--- config.mk ---
export PLATFORM = sky130hd
export DESIGN_NAME = edge_event_arbiter
export DESIGN_NICKNAME = d
export VERILOG_FILES = /design/src/rtl/edge_event_arbiter_pkg.sv /design/src/rtl/edge_event_arbiter_rise_edge_det.sv /design/src/rtl/edge_event_arbiter.sv
export SDC_FILE = /design/constraint.sdc
export NUM_CORES = 1
export LEC_CHECK = 0
export BUFFER_PORTS_ARGS = -buffer_cell sky130_fd_sc_hd__buf_2
export CAP_MARGIN = 20
export CELL_PAD_IN_SITES_DETAIL_PLACEMENT = 2
export CELL_PAD_IN_SITES_GLOBAL_PLACEMENT = 2
export CORE_MARGIN = 2
export CORE_UTILIZATION = 30
export DETAILED_ROUTE_END_ITERATION = 10
export PLACE_DENSITY_LB_ADDON = 0.08
export SLEW_MARGIN = 15
export SYNTH_ARGS = -nofsm -noshare
export SYNTH_HDL_FRONTEND = slang
export SYNTH_SLANG_ARGS = --single-unit
--- constraint.sdc ---
create_clock -name clk -period 1.4 [get_ports clk]
set_input_delay 0.14 -clock clk [delete_from_list [all_inputs] [get_ports clk]]
set_output_delay 0.14 -clock clk [all_outputs]
set_load 0.01 [all_outputs]
--- src/rtl/edge_event_arbiter_pkg.sv ---
// Shared definitions for the edge event arbiter: parameter defaults and FSM encoding.
package edge_event_arbiter_pkg;

  localparam int N_REQ_DEF = 4;
  localparam int ID_W_DEF  = 2;

  typedef enum logic {
    ST_IDLE  = 1'b0,
    ST_OFFER = 1'b1
  } arb_state_t;

endpackage

--- src/rtl/edge_event_arbiter_rise_edge_det.sv ---
// Per-channel rising-edge detector: one registered previous sample, combinational edge.
module rise_edge_det (
  input  logic clk,
  input  logic rst_n,
  input  logic i_d,
  output logic o_rise
);

  logic r_prev;

  // Previous-sample register; cleared on reset so a level high at release reads as an edge.
  always_ff @(posedge clk or negedge rst_n) begin
    if (!rst_n) begin
      r_prev <= 1'b0;
    end else begin
      r_prev <= i_d;
    end
  end

  assign o_rise = i_d & ~r_prev;

endmodule

--- src/rtl/edge_event_arbiter.sv ---
// Captures rising edges on level request lines as pending events and offers them
// one at a time on a valid/ready port using round-robin arbitration.
module edge_event_arbiter
  import edge_event_arbiter_pkg::*;
#(
  parameter int N_REQ = N_REQ_DEF,
  parameter int ID_W  = ID_W_DEF
) (
  input  logic             clk,
  input  logic             rst_n,
  input  logic [N_REQ-1:0] req_in,
  input  logic             ev_ready,
  input  logic             ovf_clr,
  output logic             ev_valid,
  output logic [ID_W-1:0]  ev_id,
  output logic [N_REQ-1:0] pend,
  output logic [N_REQ-1:0] ovf
);

  arb_state_t       r_state;
  arb_state_t       w_state_nxt;
  logic [ID_W-1:0]  r_ev_id;
  logic [ID_W-1:0]  w_ev_id_nxt;
  logic [ID_W-1:0]  r_rr_ptr;
  logic [ID_W-1:0]  w_rr_nxt;
  logic [N_REQ-1:0] r_pend;
  logic [N_REQ-1:0] r_ovf;
  logic [N_REQ-1:0] w_rise;
  logic [N_REQ-1:0] w_clr;
  logic [N_REQ-1:0] w_ovf_set;
  logic             w_hs;
  logic             w_win_found;
  logic [ID_W-1:0]  w_win_id;

  for (genvar g = 0; g < N_REQ; g++) begin : g_det
    rise_edge_det u_det (
      .clk    (clk),
      .rst_n  (rst_n),
      .i_d    (req_in[g]),
      .o_rise (w_rise[g])
    );
  end

  assign w_hs = (r_state == ST_OFFER) && ev_ready;

  // One-hot clear of the channel being handed off this cycle.
  always_comb begin
    w_clr = '0;
    for (int i = 0; i < N_REQ; i++) begin
      if (w_hs && (r_ev_id == ID_W'(i))) begin
        w_clr[i] = 1'b1;
      end else begin
        w_clr[i] = 1'b0;
      end
    end
  end

  // A new edge on a channel already pending (and not being cleared) means a lost event.
  assign w_ovf_set = w_rise & r_pend & ~w_clr;

  // Round-robin search upward from rr_ptr with wrap.
  always_comb begin
    w_win_found = 1'b0;
    w_win_id    = '0;
    for (int k = 0; k < N_REQ; k++) begin
      int idx;
      idx = int'(r_rr_ptr) + k;
      if (idx >= N_REQ) begin
        idx = idx - N_REQ;
      end else begin
        idx = idx;
      end
      if (!w_win_found && r_pend[idx[ID_W-1:0]]) begin
        w_win_found = 1'b1;
        w_win_id    = idx[ID_W-1:0];
      end else begin
        w_win_found = w_win_found;
      end
    end
  end

  // Pending and sticky-overflow registers; a set always beats a clear on the same bit.
  always_ff @(posedge clk or negedge rst_n) begin
    if (!rst_n) begin
      r_pend <= '0;
      r_ovf  <= '0;
    end else begin
      r_pend <= (r_pend & ~w_clr) | w_rise;
      r_ovf  <= (ovf_clr ? '0 : r_ovf) | w_ovf_set;
    end
  end

  // FSM next-state, grant ID and pointer update.
  always_comb begin
    w_state_nxt = r_state;
    w_ev_id_nxt = r_ev_id;
    w_rr_nxt    = r_rr_ptr;
    case (r_state)
      ST_IDLE: begin
        if (w_win_found) begin
          w_state_nxt = ST_OFFER;
          w_ev_id_nxt = w_win_id;
        end else begin
          w_state_nxt = ST_IDLE;
        end
      end
      ST_OFFER: begin
        if (w_hs) begin
          w_state_nxt = ST_IDLE;
          if (r_ev_id == ID_W'(N_REQ - 1)) begin
            w_rr_nxt = '0;
          end else begin
            w_rr_nxt = r_ev_id + ID_W'(1);
          end
        end else begin
          w_state_nxt = ST_OFFER;
        end
      end
      default: begin
        w_state_nxt = ST_IDLE;
      end
    endcase
  end

  // FSM state, grant ID and round-robin pointer registers.
  always_ff @(posedge clk or negedge rst_n) begin
    if (!rst_n) begin
      r_state  <= ST_IDLE;
      r_ev_id  <= '0;
      r_rr_ptr <= '0;
    end else begin
      r_state  <= w_state_nxt;
      r_ev_id  <= w_ev_id_nxt;
      r_rr_ptr <= w_rr_nxt;
    end
  end

  assign ev_valid = (r_state == ST_OFFER);
  assign ev_id    = r_ev_id;
  assign pend     = r_pend;
  assign ovf      = r_ovf;

endmodule

==> out/summary.txt, run 1 <==
run status - finished clean
max frequency - 818 MHz
Port Buffers - 18
share of the synthesized area in the top cell type - 0.585
CTS tree - done
pwr/cell area - 1810 mW/mm^2
Data required, critical path - 1590 ps
Hold Crit Class - input port to flop
n_diodes - 0
post-synthesis average cell area - 10.5 um^2
endpoints failing setup - 0
core area - 0.00225 mm^2
Nets - 109
Max Cap Viol - 0
number of hold violations in the final report - 0
first-pass GRT wire length - 2.99 mm
M1 WL - 793 um
crit-path max FO - 7
Post-Route WL - 1.81 mm
top routing layer used - met4
Worst-Skew Late Latency - 300 ps
Startpoint Class - flop
peak supply drop - 0.000758 V
vias in the first global route - 604
Distinct cells, synth - 15
drc violations - 0
via-per-instance ratio - 4.65
critical path's slowest cell - dfrtp_1
die extent in y - 53.2 um
Synth warnings - 0
Post-DP Area - 855 um^2
count leader, synth - dfrtp_1
die area - 0.00283 mm^2
CP max stage delay - 410 ps
Cell Rows - 17
flops & latches, synth - 17
Main synth FF type - dfrtp_1
starting density of the core - 0.322
Filler Cells Inserted - 282
Slew headroom - 0.746
CP Data Arrival Time - 1420 ps
Async SR Flop Fraction - 1.00
CTS sink cnt - 17
Die Span X - 53.2 um
fin area - 932 um^2
Longest Clk Path Bufs - 2
H-tree Lvls - 1
top cells by count, synth - 17 x dfrtp_1, 14 x nand2_1, 7 x inv_1, 7 x nand2b_1
first drt pass iteration count - 2
P_leak - 0.000462 uW
total track usage - 0.160
RSZ-0062 raised after global routing - no
syn nets - 81
routed wl met3 - 68 um
per-cell routed wire length - 14.6 um
root buffer cell - clkbuf_4
io pins - 19
share of cells above drive strength 1 - 0.260
Area Overhead vs Synth - 28.2%
cells after synthesis - 69
crit share post-route - 0.873
Final ANT Viol Nets - 0
endpoint type of the worst setup path - flop
Post-synth EDFFs - 0
# resized after CTS - 0
setup TNS - 0 ps
clk slew on worst S/H paths - 100 ps
antenna violations before repair - 0
grt ovf - 0
GP Congestion - 0.683
largest net degree at the start of global routing - 18
Overall Power - 1690 uW
DR WL met2 - 890 um
area leader, netlist - dfrtp_1
pins over their slew limit - 0
Vias - 576
sequential-to-total area share from yosys stat - 0.585
DRT iter0 DRCs - 2
Crit Path Class - flop to flop
Post-DP HPWL - 1.42 mm
worst-path cell chain - and2_1 > mux2_2
Tightest Pin Transition - 380 ps
clock skew - 2.67 ps
ranking of synthesized cells by area - dfrtp_1 59%, nand2_1 7.2%, ha_1 6.9%
crit path time final - 1220 ps
total CTS buffers - 3
Mapped Area - 727 um^2
==> through the flow <==
step	hold WS [ps]	std cells	setup WS [ps]	util
2_1_floorplan	-156	69	231	-
3_3_place_gp	80.0	115	205	0.379
3_5_place_dp	87.8	115	184	0.379
4_1_cts	61.6	124	158	0.413
5_1_grt	73.5	124	74.3	0.413
6_report	69.4	124	178	0.413
==> sequential cells by signal, indices dropped and copies added, names as in the netlist <==
name,cells
r_rr_ptr,2
pend,4
g_det.u_det.r_prev,4
ovf,4
ev_id,2
ev_valid,1
==> final cells by class <==
cell class                 count  area [um^2]  area share
inverter                       7         26.3      0.0282
timing repair buffer          24          148       0.158
clock buffer                   3         22.5      0.0242
clock inverter                 1         5.00     0.00537
multi-input combinational     44          270       0.290
sequential                    17          425       0.456
tap                           28         35.0      0.0376
==> cells by family after synthesis <==
family	synth area share
adder cells (fa/ha/maj)	0.0688
AO/OA/AOI/OAI	0.0878
buffers and inverters	0.0430
AND/OR/NAND/NOR	0.170
flip-flops	0.585
multiplexers	0.0447
==> power by group <==
part	total [uW]	switching (uW)	internal, uW
sequential	792	160	631
combinational	622	340	282
clock	278	171	107
total	1690	671	1020
==> timing repair <==
action,CTS,global route
setup buffers,0,0
hold endpoints to repair,21,0
hold buffers,5,0
==> worst paths after layout <==
check | slack [ps] | end | start | cells after the start
worst max-delay path | 180 | r_rr_ptr[0] | ev_valid | 2
worst min-delay path | 70 | ovf[1] | ovf_clr | 2
worst max register to register | 180 | r_rr_ptr[0] | ev_valid | 2
worst min register to register | 540 | pend[2] | g_det[2].u_det.r_prev | 2
max in group asynchronous | 840 | ev_id[0] | rst_n | 2
min in group asynchronous | 290 | ovf[1] | rst_n | 2
==> placed cells by master, fill, tap and decap left out, types with 2 or more instances in the layout <==
master         count
nor2_1             4
buf_2             18
dlygate4sd3_1      5
inv_1              7
dfrtp_1           17
o22ai_1            4
clkbuf_4           3
a21oi_1            4
nand2b_1           7
nand2_1           14
mux2_2             2
ha_1               4
==> metal layers <==
metal / track usage / vias to the layer above
met2: 0.245 / 14
met5: 0 / -
met3: 0.0254 / 4
li1: - / 277
met1: 0.201 / 281
met4: 0.115 / 0
==> worst max-delay path: cells and delay by family (launching register included) <==
kind             cells  cell delay (ps)
AND/OR/NAND/NOR      1              320
multiplexers         1              380
flip-flops           1              410
(Power assumes the default switching activity.)
==> run 2: changes to the inputs <==
ABC_AREA = 1   (was not set)
==> out/summary.txt, run 2 <==
run status - complete, but fails checks (was finished clean)
failing checks - negative setup slack
CTS sink cnt - 17 (unchanged)
Hold Crit Class - input port to flop (unchanged)
final core utilization - 0.454 (was 0.413)
flops & latches, synth - 17 (unchanged)
fin area - 0.00139 mm^2 (was 932 um^2)
Nets - 171 (was 109)
Sw Ratio - 0.503 (was 0.397)
clock skew - 5.93 ps (was 2.67 ps)
max frequency - 689 MHz (was 818 MHz)
Area Overhead vs Synth - 44.6% (was 28.2%)
crit path time final - 1450 ps (was 1220 ps)
Comb pwr share - 0.658 (was 0.368)
Async SR Flop Fraction - 1.00 (unchanged)
Post-DP Area - 0.00113 mm^2 (was 855 um^2)
Cell Rows - 20 (was 17)
Pint - 1610 uW (was 1020 uW)
root buffer cell - clkbuf_4 (unchanged)
ranking of synthesized cells by area - dfrtp_1 44%, nand2_1 17%, inv_1 7.4% (was dfrtp_1 59%, nand2_1 7.2%, ha_1 6.9%)
# placed instances - 188 (was 115)
DRT iter0 DRCs - 28 (was 2)
Final ANT Viol Nets - 0 (unchanged)
via-per-instance ratio - 4.65 (about the same)
Slew headroom - 0.733 (was 0.746)
RSZ-0062 raised after global routing - yes (was no)
pins over their slew limit - 0 (unchanged)
Main synth FF type - dfrtp_1 (unchanged)
Startpoint Class - flop (unchanged)
share of cells above drive strength 1 - 0.418 (was 0.260)
Tightest Pin Transition - 400 ps (was 380 ps)
syn nets - 135 (was 81)
count leader, synth - nand2_1 (was dfrtp_1)
total track usage - 0.177 (was 0.160)
Port Buffers - 18 (unchanged)
XOR/XNOR Fraction of Synth Area - 0 (unchanged)
number of hold violations in the final report - 0 (unchanged)
starting density of the core - 0.314 (was 0.322)
Crit Path Class - flop to flop (unchanged)
largest net degree at the start of global routing - 18 (unchanged)
clk slew on worst S/H paths - 110 ps (was 100 ps)
Data required, critical path - 1600 ps (was 1590 ps)
cells after synthesis - 123 (was 69)
Max Cap Viol - 0 (unchanged)
total CTS buffers - 3 (unchanged)
Mapped Area - 958 um^2 (was 727 um^2)
Final Non-Filler Cells - 202 (was 124)
Die Span X - 60.5 um (was 53.2 um)
n_diodes - 0 (unchanged)
core area - 0.00305 mm^2 (was 0.00225 mm^2)
crit share post-route - 1.04 (was 0.873)
Clk pwr share - 0.086 (was 0.164)
crit-path max FO - 6 (was 7)
endpoints failing setup - 2 (was 0)
peak supply drop - 0.000836 V (was 0.000758 V)
sequential-to-total area share from yosys stat - 0.444 (was 0.585)
Sequential Power Share - 0.256 (was 0.468)
synthesized-area fraction occupied by adder cells - 0.0522 (was 0.0688)
share of the synthesized area in the top cell type - 0.444 (was 0.585)
io pins - 19 (unchanged)
Psw - 1630 uW (was 671 uW)
setup TNS - -83.4 ps (was 0 ps)
GP Congestion - 0.778 (was 0.683)
die extent in y - 60.5 um (was 53.2 um)
Post-synth EDFFs - 0 (unchanged)
most frequent cells in the layout - 28 x nand2_1, 18 x inv_1, 18 x buf_2, 15 x dfrtp_1, 14 x nand2_2 (was 18 x buf_2, 17 x dfrtp_1, 14 x nand2_1, 7 x inv_1, 7 x nand2b_1)
post-synthesis average cell area - 7.79 um^2 (was 10.5 um^2)
Longest Clk Path Bufs - 2 (unchanged)
CTS tree - done (unchanged)
CP Data Arrival Time - 1650 ps (was 1420 ps)
first drt pass iteration count - 3 (was 2)
multiplexer share of the synthesized area - 0 (was 0.0448)
setup slack after layout - -50.5 ps (was 178 ps)
grt ovf - 0 (unchanged)
Compound-Gate Fraction of Synth Area - 0.0705 (was 0.0878)
Post-DP HPWL - 2.13 mm (was 1.42 mm)
top cells by count, synth - 43 x nand2_1, 19 x inv_1, 17 x dfrtp_1 (was 17 x dfrtp_1, 14 x nand2_1, 7 x inv_1, 7 x nand2b_1)
die area - 0.00366 mm^2 (was 0.00283 mm^2)
Post-Route WL - 3.05 mm (was 1.81 mm)
pwr/cell area - 2340 mW/mm^2 (was 1810 mW/mm^2)
area leader, netlist - dfrtp_1 (unchanged)
P_leak - 0.000740 uW (was 0.000462 uW)
drc violations - 0 (unchanged)
Min Hold Slack - 68.7 ps (was 69.4 ps)
largest family of logic cells by synthesized area - simple AND/OR/NAND/NOR gates (unchanged)
H-tree Lvls - 1 (unchanged)
Worst-Skew Late Latency - 310 ps (was 300 ps)
first-pass GRT wire length - 4.64 mm (was 2.99 mm)
Vias - 939 (was 576)
commonest non-fill, non-tap cell in the layout - nand2_1 (was buf_2)
Distinct cells, synth - 17 (was 15)
Synth warnings - 0 (unchanged)
vias in the first global route - 1002 (was 604)
antenna violations before repair - 0 (unchanged)
per-cell routed wire length - 15.1 um (was 14.6 um)
endpoint type of the worst setup path - flop (unchanged)
Post-Synth Simple-Gate Area - 0.328 (was 0.170)
## run 2: cell type report
| type | instances | area [um^2] |
|---|---|---|
| timing repair inverter | 1 | 11.3 |
| clock buffer | 3 | 22.5 |
| timing repair buffer | 31 | 233 |
| tap | 44 | 55.1 |
| multi-input combinational | 83 | 537 |
| inverter | 22 | 95.1 |
| clock inverter | 1 | 5.00 |
| fill | 352 | 1670 |
| sequential | 17 | 428 |
## run 2: critical path, stage by stage (launching register included)
cell and delay, ps:
dfrtp_2 450, buf_12 160, clkinv_8 70, nand2_1 80, nand2_2 80, nor2_2 50
nor2_1 120, nand3_2 100, nand2_2 100, inv_2 30, nand2_1 50, nand2_1 50
## run 2: per-layer routing
layer	share of wire	wire [um]	up-vias	track usage
met3	0.041	125	7	0.0384
met1	0.41	1260	461	0.214
met5	0	0	-	0
met2	0.53	1600	20	0.315
met4	0.019	59	0	0.0559
li1	-	-	451	-
## run 2: metrics by stage
stage	setup slack, ps	power (uW)
global placement	24.9	2320
finish	-50.5	3240
CTS	-48.8	2740
global route	-182	3530
detailed placement	-63.0	2400
floorplan	132	1820
## run 2: power groups by stage
stage	combinational [uW]	sequential [uW]	clock, uW
final	2140	831	278
after global routing	2350	863	317
after CTS	1640	802	293
after detailed placement	1590	809	0
after global placement	1520	805	0
after floorplan	995	827	0
## run 2: path summary, 6_finish.rpt
path,startpoint,endpoint,slack [ps],depth (start not counted)
setup / recovery,r_rr_ptr[0],ev_id[1],-50,11
hold / removal,ovf_clr,ovf[1],70,2
setup reg to reg,r_rr_ptr[0],ev_id[1],-50,11
hold reg to reg,g_det[2].u_det.r_prev,ovf[2],460,1
max in group asynchronous,rst_n,r_rr_ptr[1],810,2
min in group asynchronous,rst_n,g_det[3].u_det.r_prev,280,2
## run 2: kinds of logic (layout without fill, tap and decap cells)
| group | Yosys count | after routing |
|---|---|---|
| AOI/OAI and AO/OA | 11 | 11 |
| adders and majority gates | 4 | 4 |
| and+or+nand+nor | 68 | 68 |
| DFF | 17 | 17 |
| buffers and inverters | 23 | 58 |
## run 2: repair_timing
item	CTS	global route
pin swaps	0	4
buffers inserted	1	1
hold endpoints to repair	21	1
resized for setup	1	34
setup endpoints to repair	3	3
hold buffers	5	1
cloned	0	2
